`config.mk`:
```
export PLATFORM = sky130hd
export DESIGN_NAME = seq_shift_add_multiplier_flat
export DESIGN_NICKNAME = d
export VERILOG_FILES = /design/src/rtl/seq_shift_add_multiplier_if.sv /design/src/rtl/seq_shift_add_multiplier.sv /design/src/flat_wrapper.sv
export SDC_FILE = /design/constraint.sdc
export NUM_CORES = 1
export LEC_CHECK = 0
export BUFFER_PORTS_ARGS = -buffer_cell sky130_fd_sc_hd__buf_2
export CELL_PAD_IN_SITES_DETAIL_PLACEMENT = 1
export CELL_PAD_IN_SITES_GLOBAL_PLACEMENT = 1
export CORE_MARGIN = 5
export CORE_UTILIZATION = 43
export CTS_BUF_LIST = sky130_fd_sc_hd__clkbuf_4
export DETAILED_ROUTE_END_ITERATION = 7
export PLACE_DENSITY_LB_ADDON = 0.1
export SLEW_MARGIN = 10
export SYNTH_ARGS = -nofsm -noshare
export SYNTH_HDL_FRONTEND = slang
export SYNTH_SLANG_ARGS = --single-unit
```
`constraint.sdc`:
```
create_clock -name clk -period 9.8 [get_ports clk]
set_clock_uncertainty 0.05 [all_clocks]
set_input_delay 1.47 -clock clk [delete_from_list [all_inputs] [get_ports clk]]
set_output_delay 1.47 -clock clk [all_outputs]
set_load 0.05 [all_outputs]
```
`src/rtl/seq_shift_add_multiplier_if.sv`:
```
// Operand/result handshake bundle for seq_shift_add_multiplier.
// master drives operands and out_ready; slave is the multiplier.
interface seq_shift_add_multiplier_if #(
  parameter int QW = 8,
  parameter int YW = 9,
  parameter int RW = 8
);
  logic              in_valid;
  logic              in_ready;
  logic [QW-1:0]     a_in;
  logic [YW-1:0]     b_in;
  logic [RW-1:0]     c_in;
  logic              out_valid;
  logic              out_ready;
  logic [QW+YW-1:0]  prod;
  logic [YW-1:0]     prod_hi;
  logic              busy;

  modport master (
    output in_valid, a_in, b_in, c_in, out_ready,
    input  in_ready, out_valid, prod, prod_hi, busy
  );

  modport slave (
    input  in_valid, a_in, b_in, c_in, out_ready,
    output in_ready, out_valid, prod, prod_hi, busy
  );
endinterface

```
`src/rtl/seq_shift_add_multiplier.sv`:
```
// Sequential shift-and-add multiplier: P = A*B + C, one multiplier bit per clock.
// Define MUL_ROUND_EN to make prod_hi round-half-up instead of truncating.
module seq_shift_add_multiplier #(
  parameter int QW = 8,
  parameter int YW = 9,
  parameter int RW = 8
) (
  input  logic                  clk,
  input  logic                  rst_n,
  seq_shift_add_multiplier_if.slave bus
);
  localparam int PW = QW + YW;
  localparam int CW = $clog2(QW + 1);

  typedef enum logic [1:0] {IDLE, BUSY, DONE} state_t;

  state_t          state;
  logic [QW-1:0]   a_sh;
  logic [YW-1:0]   b_reg;
  logic [PW-1:0]   acc;
  logic [CW-1:0]   count;
  logic            in_ready_reg;
  logic            out_valid_reg;
  logic            busy_reg;
  logic [PW-1:0]   prod_reg;
  logic [YW-1:0]   prod_hi_reg;

  logic [PW-1:0]   addend;
  logic [PW-1:0]   acc_next;
  logic [YW-1:0]   hi_next;

  always_comb begin
    addend   = a_sh[0] ? ({{QW{1'b0}}, b_reg} << count) : '0;
    acc_next = acc + addend;
`ifdef MUL_ROUND_EN
    // (P + 2^(QW-1)) >> QW equals the truncated part plus the bit just below it
    hi_next  = acc_next[PW-1:QW] + YW'(acc_next[QW-1]);
`else
    hi_next  = acc_next[PW-1:QW];
`endif
  end

  always_ff @(posedge clk or negedge rst_n) begin
    if (!rst_n) begin
      state         <= IDLE;
      a_sh          <= '0;
      b_reg         <= '0;
      acc           <= '0;
      count         <= '0;
      in_ready_reg  <= 1'b1;
      out_valid_reg <= 1'b0;
      busy_reg      <= 1'b0;
      prod_reg      <= '0;
      prod_hi_reg   <= '0;
    end else begin
      case (state)
        IDLE: begin
          if (bus.in_valid && in_ready_reg) begin
            a_sh         <= bus.a_in;
            b_reg        <= bus.b_in;
            acc          <= PW'(bus.c_in);
            count        <= '0;
            in_ready_reg <= 1'b0;
            busy_reg     <= 1'b1;
            state        <= BUSY;
          end
        end
        BUSY: begin
          acc   <= acc_next;
          a_sh  <= a_sh >> 1;
          count <= count + 1'b1;
          if (count == CW'(QW - 1)) begin
            prod_reg      <= acc_next;
            prod_hi_reg   <= hi_next;
            out_valid_reg <= 1'b1;
            busy_reg      <= 1'b0;
            count         <= '0;
            state         <= DONE;
          end
        end
        DONE: begin
          if (bus.out_ready) begin
            out_valid_reg <= 1'b0;
            in_ready_reg  <= 1'b1;
            state         <= IDLE;
          end
        end
        default: state <= IDLE;
      endcase
    end
  end

  assign bus.in_ready  = in_ready_reg;
  assign bus.out_valid = out_valid_reg;
  assign bus.busy      = busy_reg;
  assign bus.prod      = prod_reg;
  assign bus.prod_hi   = prod_hi_reg;
endmodule

```
`src/flat_wrapper.sv`:
```
// flat-port wrapper written by rule: the top's interface ports become plain ports
module seq_shift_add_multiplier_flat 
#(
  parameter int QW = 8,
  parameter int YW = 9,
  parameter int RW = 8
)
  (clk, rst_n, bus_in_valid, bus_a_in, bus_b_in, bus_c_in, bus_out_ready, bus_in_ready, bus_out_valid, bus_prod, bus_prod_hi, bus_busy);
  seq_shift_add_multiplier_if #(.QW(QW), .YW(YW), .RW(RW)) bus_i ();
  input  logic clk;
  input  logic rst_n;
  input wire logic [$bits(bus_i.in_valid)-1:0] bus_in_valid;
  input wire logic [$bits(bus_i.a_in)-1:0] bus_a_in;
  input wire logic [$bits(bus_i.b_in)-1:0] bus_b_in;
  input wire logic [$bits(bus_i.c_in)-1:0] bus_c_in;
  input wire logic [$bits(bus_i.out_ready)-1:0] bus_out_ready;
  output wire logic [$bits(bus_i.in_ready)-1:0] bus_in_ready;
  output wire logic [$bits(bus_i.out_valid)-1:0] bus_out_valid;
  output wire logic [$bits(bus_i.prod)-1:0] bus_prod;
  output wire logic [$bits(bus_i.prod_hi)-1:0] bus_prod_hi;
  output wire logic [$bits(bus_i.busy)-1:0] bus_busy;
  assign bus_i.in_valid = bus_in_valid;
  assign bus_i.a_in = bus_a_in;
  assign bus_i.b_in = bus_b_in;
  assign bus_i.c_in = bus_c_in;
  assign bus_i.out_ready = bus_out_ready;
  assign bus_in_ready = bus_i.in_ready;
  assign bus_out_valid = bus_i.out_valid;
  assign bus_prod = bus_i.prod;
  assign bus_prod_hi = bus_i.prod_hi;
  assign bus_busy = bus_i.busy;
  seq_shift_add_multiplier #(.QW(QW), .YW(YW), .RW(RW)) u_core (.clk(clk), .rst_n(rst_n), .bus(bus_i));
endmodule
```
== After elaboration in Yosys (flattened, before gate mapping) ==
Cells that the tools add are included.

* Register bits: 69
* Bits in latches: 0
* Memory bits (writable): 0
* Memory bits (read-only): 0
* Input port bits: 29
* Output and inout port bits: 29
* Logic and storage cells: 52
* Memories kept: 0

* $add $sub $neg: 2
* $mul: 0
* Divide/modulo/power cells: 0
* $lt $le $gt $ge: 0
* Equal/unequal tests: 6
* Shift operators: 1
* Multiplexer cells: 21
* Bitwise gates (word level): 0
* Reduce and logical (&&, ||, !) cells: 12

{| class="wikitable"
|+ Operator list
! cell !! number
|-
| two-way mux 17 bit || 2
|-
| one-hot mux 17 bit (2 select lines) || 1
|-
| adder 17 bit || 1
|-
| << shifter 9 x 4 -> 17 bit || 1
|-
| one-hot mux 8 bit (2 select lines) || 1
|-
| AND reduction 3 bit || 4
|-
| two-way mux 4 bit || 2
|-
| two-way mux 8 bit || 1
|-
| one-hot mux 4 bit (2 select lines) || 1
|-
| two-way mux 1 bit || 6
|-
| two-way mux 2 bit || 3
|-
| one-hot mux 1 bit (2 select lines) || 3
|-
| one-hot mux 2 bit (3 select lines) || 1
|-
| AND reduction 2 bit || 3
|-
| nonzero test 2 bit || 3
|-
| adder 4 x 1 -> 4 bit, second input constant || 1
|-
| == test 4 x 3 -> 1 bit, second input constant || 1
|-
| != test 2 x 1 -> 1 bit, second input constant || 2
|-
| == test 2 x 1 -> 1 bit, second input constant || 1
|-
| == test 2 bit, second input constant || 1
|-
| zero test 2 bit || 1
|-
| != test 2 bit, second input constant || 1
|-
| logical AND 1 bit || 1
|}

== Logic depth before layout (Yosys ltp) ==
Gate-level depths: netlist of run 1.

* Depth after elaboration: 4
* Gate-level depth with buffers: 15
* Mapped depth without buffers: 13

== Least setup slack after synthesis of run 1 ==
Ideal clock, no wire load.

* Path kind: reg2reg
* Start: register u_core.count[1]
* End: register u_core.acc[13]
* Setup time: 0.070 ns
* Data arrival time: 3.055 ns
* Required time: 9.680 ns
* Setup slack: 6.625 ns
* Stages on the path, launching flop included: 15
* Buffers on the path: 2
* Clock period less this slack: 3.175 ns
* Cell sequence: dfrtp_1 > buf_2 > buf_1 > mux2i_1 > o21ai_0 > o21ai_0 > o22ai_1 > and2_1 > ha_1 > and4_1 > nand2_1 > a21oi_2 > o31a_1 > or4_1 > nand3_1

* Word-level cells in the longest chain between the ends: 4

{| class="wikitable"
|+ RTL lines
! what !! RTL line !! text
|-
| from (decl) || seq_shift_add_multiplier.sv:21 || <nowiki>logic [CW-1:0] count;</nowiki>
|-
| from (signal assigned) || seq_shift_add_multiplier.sv:71 || <nowiki>count <= count + 1'b1;</nowiki>
|-
| << shifter 9 x 4 -> 17 bit || seq_shift_add_multiplier.sv:33 || <nowiki>addend = a_sh[0] ? ({{QW{1'b0}}, b_reg} << count) : '0;</nowiki>
|-
| two-way mux 17 bit || seq_shift_add_multiplier.sv:33 ||
|-
| adder 17 bit || seq_shift_add_multiplier.sv:34 || <nowiki>acc_next = acc + addend;</nowiki>
|-
| one-hot mux 17 bit (2 select lines) || seq_shift_add_multiplier.sv:56 || <nowiki>case (state)</nowiki>
|-
| to (signal assigned) || seq_shift_add_multiplier.sv:61 || <nowiki>acc <= PW'(bus.c_in);</nowiki>
|-
| to (signal assigned) || seq_shift_add_multiplier.sv:69 || <nowiki>acc <= acc_next;</nowiki>
|-
| to (decl) || seq_shift_add_multiplier.sv:20 || <nowiki>logic [PW-1:0] acc;</nowiki>
|}

Every way passes these cells.
A chain may end at the register's enable or synchronous reset.

== Worst setup path in the final report of run 1 ==
* Start: register u_core.count[0]
* End: register u_core.prod_hi_reg[5] (netlist: u_core.bus.prod_hi[5])

* Word-level cells in the longest chain between the ends: 3
* Elaborated cells between the ends (all ways): 5
* Those cells by class: add/sub: 1; eq/ne: 1; shift: 1; mux: 1; reduce/logical: 1

{| class="wikitable"
|+ RTL lines
! what !! RTL line !! text
|-
| << shifter 9 x 4 -> 17 bit || seq_shift_add_multiplier.sv:33 ||
|-
| two-way mux 17 bit || seq_shift_add_multiplier.sv:33 ||
|-
| adder 17 bit || seq_shift_add_multiplier.sv:34 ||
|-
| to (signal assigned) || seq_shift_add_multiplier.sv:74 || <nowiki>prod_hi_reg <= hi_next;</nowiki>
|-
| to (decl) || seq_shift_add_multiplier.sv:26 || <nowiki>logic [YW-1:0] prod_hi_reg;</nowiki>
|}

Parallel ways exist; a longest one is shown, timed or not.

==> results.yml, run 1 <==
pwr:
  peakVddDrop_mv: 0.05621
  power-per-cell-area_nw_per_um2: 93.35
  power_frac_seq_pct: 61.8
  swShare_pct: 24.58
  switching_power_uw: 98.46
  comb_power_share_pct: 2.8
  internal_power_uw: 302.0
  p_clk_share_pct: 35.4
  p_leak_uw: 0.002102
global_route:
  grt_overflow_total: 0
  grt_usage_pct: 20.80
  grt_pass1_vias: 3693
  antenna_found_initial: 0
  grt_pass1_wl_um: 18630
  grt_max_degree: 61
routing:
  drc: 0
  routed_wl_um: 10840
  viasPerCell: 5.667
  drt-initial-drc-count: 114
  num_vias: 3468
  wl_met2_um: 5120
  wl_met3_um: 506
  top_layer_used: "met4"
  wl_met1_um: 5047
  final_antenna_net_count: 0
  dr.pass1.iters: 4
  wire_per_inst_um: 17.71
critical_path:
  crit_path_cell_trace: "mux4_2 -> mux2i_1 -> o22ai_1 -> and2_1 -> ha_1 -> a21oi_1 -> o221ai_1 -> o31a_1 -> or4_1 -> nand3_1"
  start_kind: "flip-flop"
  worstPathRequired_ns: 10.10
  crit_arrival_ns: 3.92
  path_class: "flip-flop to flip-flop"
  path_max_fanout: 16
  r2r_cells: 10
  end_kind: "flip-flop"
  r2r_start: "u_core.count[0]"
  slowest_delay_ns: 0.67
  timing.rr.end: "u_core.bus.prod_hi[5]"
  r2r_setup_slack_ns: 6.18
  crit_path_top_delay_cell: "dfrtp_1"
die:
  row_count: 34
  dieArea_um2: 11090
  start_util_pct: 44.34
  die_w_um: 105.3
  fp.dieH_um: 105.3
  fp.coreArea_um2: 8806
  io_pins: 58
sta:
  hold-worst-slack_ns: 0.4278
  setup_violations: 0
  timing_hold_violations_final: 0
  setup-tns-final_ns: 0
  max_freq_mhz: 276.1
  fin_crit_sh_pct: 36.96
  rsz0062_at_grt: "no"
  slew_violations: 0
  period_minus_slack_ns: 3.622
  maxSlewHeadroom_pct: 48.97
  tightest_slew_ns: 0.7654
synth:
  synthMuxAreaShare_pct: 4.261
  seq_area_frac_synth_pct: 38.48
  synth_edf_count: 0
  ys_types: 62
  synth_top_family_by_area: "simple AND/OR/NAND/NOR gates"
  postSynth.asyncResetShare_pct: 100.0
  synthFlopType: "dfrtp_1"
  syn_avg_cell_area_um2: 8.398
  synth-simple-area-share_pct: 23.52
  synth_compound_area_share_pct: 19.90
  synth_adder_area_share_pct: 5.960
  syn_inst: 465
  netlist_area_um2: 3905
  synth.ff_latch_count: 60
  ys.warnings.count: 0
  synth_xor_area_share_pct: 2.691
  synth.net_count: 512
min_path:
  holdCritStartpoint: "u_core.bus.prod[0]"
  min_to: "u_core.bus.prod[0]"
  holdPathStages: 2
  hp-class: "flip-flop to flip-flop"
layout:
  num-fill-cells: 1105
  final_nets: 548
  drive_gt1_share_pct: 17.26
  largest_reg_flops: 17
  area_growth_pct: 9.869
  diodes: 0
flow_run:
  max_cap_viol_count: 0
cts:
  clk_latency_ns: 0.40
  cts-root-buf: "clkbuf_4"
  cts_buffer_depth: 2
  cts_tree: "done"
  cts_resized: 0
  numCtsBuffers: 9
  htree_levels: 3
  path_clk_slew_ns: 0.11
  cts.sinks: 60
  ctsHoldBuffers: 0
  postCtsSetupBuffers: 0
placed_design:
  place_congestion: 0.9294
  hpwlAfterDp_um: 7808
  port_buffers: 57
status:
  status: "finished clean"
==> Yosys cell counts, types with 6 or more instances <==
cell type	n	area share [%]
ha_1	17	5.4
clkbuf_1	20	1.9
nand2b_1	6	0.96
xnor2_1	6	1.3
nand3_1	16	2.1
dfrtp_1	59	38
a31oi_1	12	1.9
buf_2	6	0.77
buf_4	9	1.7
a21oi_1	21	2.7
nand2_1	96	9.2
nor2b_1	18	2.9
o21ai_0	13	1.7
xor2_1	6	1.3
o21ai_1	22	2.8
nor2_1	29	2.8
mux2i_1	11	2.8
==> area by class of cell <==
cell class | count | area (um2) | share of cell area (%)
Clock inverter | 4 | 18.77 | 0.4374
Clock buffer | 10 | 75.07 | 1.750
Inverter | 4 | 15.01 | 0.3500
Tap cell | 108 | 135.1 | 3.150
Multi-Input combinational cell | 362 | 2206 | 51.41
Timing Repair Buffer | 64 | 337.8 | 7.874
Sequential cell | 60 | 1503 | 35.02
==> worst max-delay path: cells and delay by family, from the launching register on <==
| family | cells | cell delay, ns |
|---|---|---|
| AOI/OAI and AO/OA | 4 | 0.91 |
| adders and majority gates | 1 | 0.41 |
| DFF | 1 | 0.67 |
| muxes | 2 | 0.75 |
| and+or+nand+nor | 3 | 0.78 |
==> through the flow <==
step	utilization, %	area (um2)	setup slack (ns)	power, uW	instances
6_report	48.72	4290	6.178	400.5	612
3_5_place_dp	47.66	4197	6.225	263.9	598
3_3_place_gp	47.66	4197	6.283	263.9	598
4_1_cts	48.72	4290	6.201	408.6	612
2_1_floorplan	-	3905	6.625	252.8	465
5_1_grt	48.72	4290	5.873	420.8	612
==> logic make-up (layout without fill, tap and decap cells) <==
kind of cell,count (synthesis),after routing
simple gates,196,196
compound gates,121,121
flops,60,60
buf+inv,43,82
fa+ha+maj,18,18
mux,15,15
xor+xnor,12,12
==> per-layer routing <==
layer  vias to the layer above  GRT usage [%]
li1                       1699              -
met1                      1685          26.61
met2                        71          35.84
met3                        13          3.667
met4                         0          6.373
met5                         -              0
==> worst max-delay path by stage <==
stage               startpoint               endpoint  slack [ns]  depth (start not counted)
6_report       u_core.count[0]  u_core.bus.prod_hi[5]        6.18                         10
3_3_place_gp   u_core.count[0]  u_core.bus.prod_hi[5]        6.28                         11
3_5_place_dp   u_core.count[0]  u_core.bus.prod_hi[5]        6.22                         10
4_1_cts        u_core.count[0]  u_core.bus.prod_hi[5]        6.20                         10
2_1_floorplan  u_core.count[1]         u_core.acc[13]        6.63                         14
5_1_grt        u_core.count[0]         u_core.acc[15]        5.87                         13
==> cell usage in the layout, fill, tap and decap left out, types with 13 or more instances in the layout <==
master and n:
nand2_1 96, dfrtp_1 59, buf_2 57, nor2_1 29, o21ai_1 22, a21oi_1 21, nor2b_1 18, ha_1 17
nand3_1 16, o21ai_0 13
==> power by group through the flow <==
stage / sequential [uW] / clock [uW] / combinational (uW)
floorplan: 252 / 0 / 0.434
global placement: 252 / 0 / 11.6
detailed placement: 252 / 0 / 11.7
CTS: 247 / 149 / 11.7
global route: 248 / 160 / 13.3
finish: 247 / 142 / 11.1
No activity file was read; power rests on OpenSTA's default activity.
==> run 2: changes to the inputs <==
--- a/config.mk
+++ b/config.mk
@@ -9,7 +9,7 @@
 export CELL_PAD_IN_SITES_DETAIL_PLACEMENT = 1
 export CELL_PAD_IN_SITES_GLOBAL_PLACEMENT = 1
 export CORE_MARGIN = 5
-export CORE_UTILIZATION = 43
+export CORE_UTILIZATION = 40
 export CTS_BUF_LIST = sky130_fd_sc_hd__clkbuf_4
 export DETAILED_ROUTE_END_ITERATION = 7
 export PLACE_DENSITY_LB_ADDON = 0.1
==> constraint.sdc (replaced) <==
create_clock -name clk -period 2.95 [get_ports clk]
set_clock_uncertainty 0.05 [all_clocks]
set_input_delay 0.4425 -clock clk [delete_from_list [all_inputs] [get_ports clk]]
set_output_delay 0.4425 -clock clk [all_outputs]
set_load 0.05 [all_outputs]
==> results.yml, run 2 (same netlist as run 1, synthesis figures left out) <==
status:
  status: "finished, violations left"
  violations: "negative setup slack"
critical_path:
  crit_path_top_delay_cell: "dfrtp_1"
  start_kind: "flip-flop"
  r2r_cells: 13
  slowest_delay_ns: 0.42
  crit_path_frequent_cell: "o21ai_2"
  r2r_start: "u_core.count[1]"
  path_class: "flip-flop to flip-flop"
  end_kind: "flip-flop"
  worstPathRequired_ns: 3.20
  crit_path_cell_trace: "buf_12 -> mux2_4 -> o21ai_2 -> o21ai_2 -> nor2b_2 -> ha_1 -> o211ai_1 -> a211o_1 -> a31oi_4 -> buf_6 -> o221ai_4 -> xnor2_2 -> o21ai_1"
  crit_start: "u_core.count[1]"
  path_max_fanout: 8
  crit_arrival_ns: 3.31
die:
  io_pins: 58
  fp.coreArea_um2: 9639
  start_util_pct: 40.51
  row_count: 36
  die_w_um: 108.8
  fp.dieH_um: 108.8
  dieArea_um2: 11840
flow_run:
  max_cap_viol_count: 0
global_route:
  grt_usage_pct: 22.57
  grt_pass1_wl_um: 20580
  antenna_found_initial: 0
  grt_max_degree: 32
  grt_overflow_total: 0
  grt_pass1_vias: 3977
placed_design:
  port_buffers: 57
  place_congestion: 0.8964
  dp_slack_ns: -0.2475
  hpwlAfterDp_um: 9474
layout:
  final_cell_mix: "nand2_1, buf_4, dfrtp_1"
  final_common_cell: "nand2_1"
  final_nets: 623
  ff_latch_area_um2: 1504
  num-fill-cells: 1179
  drive_gt1_share_pct: 39.48
  diodes: 0
  area_growth_pct: 38.23
  final_core_util_pct: 56.00
  multi_input_area_um2: 2616
  largest_reg_flops: 17
pwr:
  p_total_uw: 1519
  power-per-cell-area_nw_per_um2: 281.4
  p_leak_uw: 0.002584
  peakVddDrop_mv: 0.2103
sta:
  setup_violations: 10
  slew_violations: 0
  period_minus_slack_ns: 3.063
  timing_hold_violations_final: 0
  fin_crit_sh_pct: 103.8
  postLayoutSetupSlackWorst_ns: -0.1132
  maxSlewHeadroom_pct: 38.66
  max_freq_mhz: 326.5
  rsz0062_at_grt: "yes"
  setup-tns-final_ns: -0.4724
  tightest_slew_ns: 0.9167
  hold-worst-slack_ns: 0.01003
routing:
  dr.pass1.iters: 4
  wire_per_inst_um: 18.43
  final_antenna_net_count: 0
  drt-initial-drc-count: 136
  viasPerCell: 5.327
  routed_wl_um: 13140
  drc: 0
  num_vias: 3798
cts:
  numCtsBuffers: 9
  cts_buffer_depth: 2
  path_clk_slew_ns: 0.12
  clk_latency_ns: 0.43
  htree_levels: 3
  ctsHoldBuffers: 0
  cts.sinks: 60
  cts_tree: "done"
  cts-root-buf: "clkbuf_4"
min_path:
  hp-class: "primary input to asynchronous set/reset pin"
run 2: cell types whose count changed in the layout (fill, tap and decap cells not counted), sizes merged:
cell    delta
buf       +75
bufinv     +2
clkbuf     -1
run 2: final timing paths:
path,end,slack (ns)
setup reg to reg,u_core.acc[16],-0.11
max in group asynchronous,u_core.acc[16],2.21
setup / recovery,u_core.acc[16],-0.11
min in group clk,u_core.b_reg[3],0.14
hold / removal,u_core.bus.busy,0.01
hold reg to reg,u_core.bus.prod[7],0.43
run 2: report_power, final:
part | switching (uW) | internal [uW] | total, uW
combinational | 23.7 | 16.3 | 40.0
clock | 324 | 333 | 657
sequential | 0 | 822 | 822
total | 347 | 1170 | 1520
run 2: metrics by stage:
step,instance area [um2],cells
detailed placement,4711,684
global placement,4711,684
global route,5398,713
floorplan,3924,465
finish,5398,713
CTS,5086,709
run 2: critical path, delay by kind of cell, from the launching register on:
| family | cells | cell delay (ns) |
|---|---|---|
| AO/OA/AOI/OAI | 7 | 1.16 |
| XOR/XNOR | 1 | 0.16 |
| adder cells (fa/ha/maj) | 1 | 0.37 |
| buffers and inverters | 2 | 0.28 |
| flip-flops | 1 | 0.42 |
| multiplexers | 1 | 0.32 |
| AND/OR/NAND/NOR | 1 | 0.17 |
run 2: what timing repair did:
action | in CTS | in global routing
buffers inserted | 10 | 5
endpoints found under the setup margin | 20 | 22
gates resized for setup | 37 | 58
pin swaps | 11 | 32
run 2: layout make-up:
| cell class | instances | area share (%) |
|---|---|---|
| inverters | 4 | 0.2782 |
| clock inverters | 6 | 1.484 |
| well taps | 133 | 3.083 |
| repair buffers | 139 | 17.57 |
| clock buffers | 9 | 1.252 |
| multi-input cells | 362 | 48.47 |
| flip-flops and latches | 60 | 27.86 |
run 2: layer usage:
layer | global-route usage (%) | vias up | part of all wire, %
met5 | 0 | - | 0
met4 | 5.410 | 0 | 1.7
met3 | 3.671 | 16 | 4.2
met2 | 38.92 | 78 | 49
met1 | 29.63 | 1855 | 45
li1 | - | 1849 | -
